**src/rtl/fetch_queue.sv**
```systemverilog
// Instruction-fetch front end: issues sequential fetch requests under a credit limit,
// buffers in-order responses with their PCs, and flushes/re-steers on redirect.
module fetch_queue #(
    parameter int          DEPTH    = 4,
    parameter logic [31:0] RESET_PC = 32'h0
) (
    input  logic        clk,
    input  logic        reset,
    input  logic        redirect_valid,
    input  logic [31:0] redirect_pc,
    input  logic        halt_req,
    output logic        imem_req_valid,
    output logic [31:0] imem_req_addr,
    input  logic        imem_req_ready,
    input  logic        imem_resp_valid,
    input  logic [31:0] imem_resp_data,
    output logic        inst_valid,
    output logic [31:0] inst,
    output logic [31:0] inst_pc,
    input  logic        inst_ready,
    output logic        fetch_idle,
    output logic [1:0]  dbg_state
);

    localparam int CW = $clog2(DEPTH + 1);
    localparam int PW = $clog2(DEPTH);
    localparam logic [CW:0] DEPTH_W = (CW + 1)'(DEPTH);

    typedef enum logic [1:0] {
        RUN        = 2'd0,
        HALT_DRAIN = 2'd1,
        HALTED     = 2'd2
    } state_e;

    state_e        state_q;
    logic [31:0]   fetch_pc_q, fetch_pc_d;
    logic [31:0]   resp_pc_q, resp_pc_d;
    logic [PW-1:0] head_q, head_d;
    logic [PW-1:0] tail_q, tail_d;
    logic [CW-1:0] count_q, count_d;
    logic [CW-1:0] inflight_q, inflight_d;
    logic [CW-1:0] drop_q, drop_d;
    logic [31:0]   inst_mem_q [DEPTH];
    logic [31:0]   pc_mem_q   [DEPTH];

    logic          req_fire, resp_fire, push, pop;
    logic [CW:0]   credit_used;
    logic [31:0]   redirect_pc_aligned;

    // Handshakes: a transfer happens in a cycle where valid && ready are both high at the
    // rising edge; a raised request holds addr/valid until accepted, except under redirect.
    assign credit_used         = {1'b0, count_q} + {1'b0, inflight_q};
    assign redirect_pc_aligned = redirect_pc & 32'hFFFF_FFFC;

    assign imem_req_valid = reset && (state_q == RUN) && !redirect_valid && (credit_used < DEPTH_W);
    assign imem_req_addr  = fetch_pc_q;
    assign req_fire       = imem_req_valid && imem_req_ready;

    assign resp_fire = imem_resp_valid && (inflight_q != '0);
    assign push      = resp_fire && (drop_q == '0) && !redirect_valid;

    assign inst_valid = (count_q != '0);
    assign pop        = inst_valid && inst_ready && !redirect_valid;
    assign inst       = inst_valid ? inst_mem_q[head_q] : 32'h0;
    assign inst_pc    = inst_valid ? pc_mem_q[head_q]   : 32'h0;

    assign fetch_idle = (state_q == HALTED);
    assign dbg_state  = state_q;

    always_comb begin
        fetch_pc_d = fetch_pc_q;
        resp_pc_d  = resp_pc_q;
        head_d     = head_q;
        tail_d     = tail_q;
        count_d    = count_q;
        inflight_d = inflight_q;
        drop_d     = drop_q;
        if (redirect_valid) begin
            // Everything still in flight becomes stale, including responses already
            // marked for dropping, so drop is set to the in-flight count, not accumulated.
            fetch_pc_d = redirect_pc_aligned;
            resp_pc_d  = redirect_pc_aligned;
            head_d     = '0;
            tail_d     = '0;
            count_d    = '0;
            inflight_d = inflight_q - CW'(resp_fire);
            drop_d     = inflight_q - CW'(resp_fire);
        end else begin
            if (req_fire) fetch_pc_d = fetch_pc_q + 32'd4;
            inflight_d = inflight_q + CW'(req_fire) - CW'(resp_fire);
            if (resp_fire && (drop_q != '0)) drop_d = drop_q - CW'(1);
            if (push) begin
                tail_d    = tail_q + PW'(1);
                resp_pc_d = resp_pc_q + 32'd4;
            end
            if (pop) head_d = head_q + PW'(1);
            count_d = count_q + CW'(push) - CW'(pop);
        end
    end

    always_ff @(posedge clk or negedge reset) begin
        if (!reset) begin
            fetch_pc_q <= RESET_PC;
            resp_pc_q  <= RESET_PC;
            head_q     <= '0;
            tail_q     <= '0;
            count_q    <= '0;
            inflight_q <= '0;
            drop_q     <= '0;
        end else begin
            fetch_pc_q <= fetch_pc_d;
            resp_pc_q  <= resp_pc_d;
            head_q     <= head_d;
            tail_q     <= tail_d;
            count_q    <= count_d;
            inflight_q <= inflight_d;
            drop_q     <= drop_d;
        end
    end

    always_ff @(posedge clk) begin
        if (push) begin
            inst_mem_q[tail_q] <= imem_resp_data;
            pc_mem_q[tail_q]   <= resp_pc_q;
        end
    end

    // Redirects never change the run state; only halt_req and the drain condition do.
    always_ff @(posedge clk or negedge reset) begin
        if (!reset) begin
            state_q <= RUN;
        end else begin
            case (state_q)
                RUN:        if (halt_req) state_q <= HALT_DRAIN;
                HALT_DRAIN: begin
                    if (!halt_req) state_q <= RUN;
                    else if ((inflight_q == '0) && (count_q == '0)) state_q <= HALTED;
                end
                HALTED:     if (!halt_req) state_q <= RUN;
                default:    state_q <= RUN;
            endcase
        end
    end

endmodule
```
**config.mk**
```make
export PLATFORM = sky130hd
export DESIGN_NAME = fetch_queue
export DESIGN_NICKNAME = d
export VERILOG_FILES = /design/src/rtl/fetch_queue.sv
export SDC_FILE = /design/constraint.sdc
export NUM_CORES = 1
export LEC_CHECK = 0
export CAP_MARGIN = 25
export CORE_MARGIN = 3
export CORE_UTILIZATION = 60
export CTS_CLUSTER_SIZE = 12
export DETAILED_ROUTE_END_ITERATION = 16
export HOLD_SLACK_MARGIN = 0.15
export PLACE_DENSITY = 0.95
export SYNTH_ARGS = -nofsm -noshare
export SYNTH_HDL_FRONTEND = slang
export SYNTH_SLANG_ARGS = --single-unit
```
**constraint.sdc**
```tcl
create_clock -name clk -period 4.6 [get_ports clk]
set_clock_uncertainty 0.05 [all_clocks]
set_input_delay 0.92 -clock clk [delete_from_list [all_inputs] [get_ports clk]]
set_output_delay 0.92 -clock clk [all_outputs]
set_load 0.005 [all_outputs]
```
Word level (Yosys, flattened, before mapping)
Memory sizes are Yosys's and may differ from the RTL's.
Cells that the tools add are included.

word-level totals
  flip-flop bits (word level) = 79
  output and inout bits = 101
  logic and storage cells = 72
  memories kept = 2
  RAM bits = 256
  bits of input ports = 71

operators by class
  add/subtract/negate cells = 11
  order comparisons = 1
  equal/unequal tests = 5
  mux-type cells = 21
  reduce and logical (&&, ||, !) cells = 24

memories
  memory      words  bits a word  rd ports  clocked after memory_dff  wr ports  RTL line  RTL
  inst_mem_q  4      32           1         0                         1         43        logic [31:0] inst_mem_q [DEPTH];
  pc_mem_q    4      32           1         0                         1         44        logic [31:0] pc_mem_q [DEPTH];

operator list
  operator                                                                      number
  32-bit 2-to-1 mux                                                             6
  32-bit by 3-bit adder with 32-bit output, second input constant               2
  2-bit 2-to-1 mux                                                              8
  3-bit 2-to-1 mux                                                              4
  1-bit logical AND                                                             11
  3-bit zero test                                                               3
  3-bit nonzero test                                                            3
  3-bit by 1-bit subtractor with 3-bit output                                   3
  2-bit nonzero test                                                            4
  3-bit by 1-bit adder with 3-bit output                                        2
  2-bit case mux with 3 select lines                                            1
  2-bit by 1-bit adder with 2-bit output, second input constant                 2
  3-bit by 3-bit adder with 4-bit output                                        1
  4-bit by 3-bit less-than comparator with 1-bit output, second input constant  1
  2-bit != test, second input constant                                          2
  3-bit != test, second input constant                                          1
  3-bit AND reduction                                                           1
  3-bit by 1-bit subtractor with 3-bit output, second input constant            1
  2-bit by 1-bit == test with 1-bit output, second input constant               1
  2-bit == test, second input constant                                          1
  2-bit zero test                                                               1
  1-bit 2-to-1 mux                                                              2
  1-bit zero test                                                               1

Logic depth before layout (Yosys ltp)
  depth after elaboration = 8
  mapped depth = 13
  gate-level depth less buffers = 13

Worst setup path before layout
No wires, ideal clock.

  path type = input-to-reg
  from = in redirect_valid
  to = mem inst_mem_q[0][0], enable pin
  arrival = 3.110 ns
  cell stages on the path = 4
  library setup time = 0.426 ns
  data required time = 4.124 ns
  buffers on the path = 2
  path slack = 1.014 ns
  cells stage by stage = buf_2 -> buf_1 -> nor3_1 -> and2_1

on the way
  word-level cells in the longest chain between the ends = 4

RTL lines
  what                                    RTL line  RTL
  start, declared                         9         input logic redirect_valid,
  1-bit zero test                         60        assign push = resp_fire && (drop_q == '0) && !redirect_valid;
  1-bit logical AND                       60
  1-bit 2-to-1 mux                        122       if (push) begin
  1-bit 2-to-1 mux (implied by the code)  123       inst_mem_q[tail_q] <= imem_resp_data;
  end, declared                           43

Every way passes these cells.

Final worst setup path
  from = reg head_q[0]
  to = out inst[1]

on the way
  word-level cells in the longest chain between the ends = 2

RTL lines
  what                    RTL line  RTL
  start, declared         38        logic [PW-1:0] head_q, head_d;
  start signal, assigned  105       head_q <= '0;
  start signal, assigned  113       head_q <= head_d;
  memory 4 x 32 bit       --
  32-bit 2-to-1 mux       64        assign inst = inst_valid ? inst_mem_q[head_q] : 32'h0;
  end, declared           18        output logic [31:0] inst,

Every way passes these cells.

==> results.cfg <==
[worst_setup_path]
crit_fanout = 36
reg2reg_depth = 12
cp.arrival_ns = 2.91
crit_path_cell_trace = buf_12 > mux4_2 > and2_1 > clkdlybuf4s50_1
r2r_slack_ns = 1.16
path_class = flop to output port
reg2reg_to = inflight_q[2]$_DFF_PN0_
start_kind = flop
critPathCaptureType = output port
crit_path_max_incr_delay_ns = 0.81
worstReg2RegStart = inflight_q[2]$_DFF_PN0_
cp_slowest_cell = dfrtp_4
critPathRequiredTime_ns = 3.63

[cells_and_area]
area_growth_pct = 21.54
postLayoutCellArea_sq_um = 16800
nFillCells = 1261
post-route-util_pct = 75.57
drive_gt1_share_pct = 13.04
regArea_sq_um = 9329
multi_input_area_sq_um = 4212
final_cell_count_no_fill = 1346
nets = 1140
n_antenna_cell = 0

[sta]
period_share_pct = 84.30
maxSlewHeadroom_pct = 36.69
maxSlewViolCount = 0
setup_slack_ns = 0.7220
holdWs_ns = 0.2691
fin_crit_ns = 3.878
timing.final.hold_violations = 0
setup-tns-final_ns = 0
tightestPinTransition_ns = 0.9416
rsz0062_at_grt = false
finalSetupViolCount = 0
max_freq_mhz = 257.9

[power]
power_leakage_nw = 5.757
p_total_mw = 8.174
vdd_ir_drop_max_mv = 0.2375
pwr_density_cell_nw_per_um2 = 486.6

[logic_synthesis]
seq_area_frac_synth_pct = 67.46
synthTopCellsByArea = edfxtp_1 54%, dfrtp_1 14%, mux4_2 10%
ys_seq_elements = 323
synthCells = 877
synth_common_cells = 248 x edfxtp_1, 75 x dfrtp_1, 69 x and2_1
synth_edf_count = 248
synth_cell_types = 59
synth_top_area_share_pct = 53.88
synth_most_common_cell = edfxtp_1
synthesis.area_sq_um = 13820
yosys.area.top_type = edfxtp_1
ys_warn_count = 0
synth-async-reset-ratio_pct = 23.22
syn_avg_cell_area_sq_um = 15.76
synth_ff_type = edfxtp_1

[placed_design]
dp_cells = 1294
dpl_worst_slack_ns = 0.9448
placed_area_sq_um = 15790
routabilityCongestion = 0.8820
portBuffers = 165
dp_hpwl_microns = 18640

[clocking]
clock_latency_ns = 0.50
holdBufCountCts = 0
cts_max_level = 2
cts_buffers = 34
ctsResizeCount = 0
clk_root_buffer_cell = clkbuf_16
clock_path_buffers = 3
cts_tree = built
clkTransAtPathRegs_ns = 0.06
cts_setup_buffers = 0
clock-sinks = 323

[floorplan]
start_util_pct = 62.18
die_w_microns = 157.8
dieArea_sq_um = 24890
ios = 172
core_area_sq_um = 22230
die_h_microns = 157.8
rows = 54

[global_routing]
grt_pass1_wl_microns = 46760
grt_max_degree = 76
antenna_found_initial = 0
grt_usage_pct = 24.42
grt_pass1_vias = 8548
gr-total-overflow = 0

[drt]
firstDrtPassIters = 6
totalWireLength_microns = 29820
drtIter0Drc = 822
via_per_inst = 6.216
drc = 0
antenna_left = 0
drt-wirelength-per-cell_microns = 22.15
vias = 8367

[run_status]
outcome = complete, no violations

[run]
drv_cap = 0

[hold_path]
holdCritPathClass = input port to asynchronous set/reset pin
[critical path: cells and delay by family (launching register included)]
family | cells | cell delay [ns]
buf+inv | 2 | 0.81
simple gates | 1 | 0.19
flops | 1 | 0.81
mux | 1 | 0.57
[power breakdown]
group | total, mW | switching, mW | leakage, nW | internal [mW]
clock | 2.48 | 1.03 | 0.482 | 1.45
sequential | 3.60 | 0.263 | 3.14 | 3.34
combinational | 2.09 | 0.862 | 2.14 | 1.23
[kinds of logic (layout without fill, tap and decap cells)]
| kind of cell | count (synthesis) | after routing | share of synthesized area (%) |
|---|---|---|---|
| compound gates | 87 | 87 | 3.983 |
| xor+xnor | 47 | 47 | 2.978 |
| fa+ha+maj | 18 | 18 | 1.738 |
| buf+inv | 69 | 255 | 2.191 |
| flops | 323 | 323 | 67.46 |
| mux | 68 | 68 | 10.56 |
| other cells | 1 | 4 | 0.02713 |
| simple gates | 264 | 264 | 11.06 |
[layout by cell type, fill, tap and decap left out, drive strengths merged, types with 6 or more instances in the layout]
master / instances
a21boi: 13
nand2b: 9
dfrtp: 75
xor2: 31
nor4: 7
and3: 13
nand4: 31
a21oi: 7
ha: 16
nand2: 49
o21ai: 39
o211ai: 10
clkdlybuf4s50: 163
and2: 70
nor3: 9
nand3: 31
mux4: 62
edfxtp: 248
o311ai: 6
buf: 16
nor2: 24
xnor2: 16
clkbuf: 44
inv: 26
[routing by layer]
metal	vias to the layer above	part of all wire, %	track usage (%)
met5	-	0	0
met4	0	2.6	7.438
met3	61	9.0	4.921
met2	493	49	39.71
met1	4123	40	34.08
li1	3690	-	-
[cell type report]
| class | count | share of cell area, % |
|---|---|---|
| Inverter | 25 | 0.5586 |
| Clock buffer | 44 | 5.474 |
| Sequential cell | 323 | 55.53 |
| Multi-Input combinational cell | 488 | 25.07 |
| Tap cell | 280 | 2.086 |
| Clock inverter | 7 | 0.3873 |
| Timing Repair Buffer | 179 | 10.89 |
[worst max path at each step]
stage	startpoint	slack, ns	endpoint
2_1_floorplan	redirect_valid	1.01	inst_mem_q[0][0]$_DFFE_PP_
3_3_place_gp	imem_req_ready	0.98	inflight_q[2]$_DFF_PN0_
5_1_grt	head_q[0]$_DFFE_PN0P_	0.54	inst[1]
4_1_cts	head_q[0]$_DFFE_PN0P_	0.65	inst[1]
6_report	head_q[0]$_DFFE_PN0P_	0.72	inst[1]
3_5_place_dp	imem_req_ready	0.94	inflight_q[2]$_DFF_PN0_
[sequential cells by signal, summed over array words and instances, names as in the netlist]
name	count
inst_mem_q	128
drop_q	3
inflight_q	3
dbg_state	2
imem_req_addr	30
tail_q	2
pc_mem_q	120
resp_pc_q	30
head_q	2
count_q	3
No activity file was read; power rests on OpenSTA's default activity.
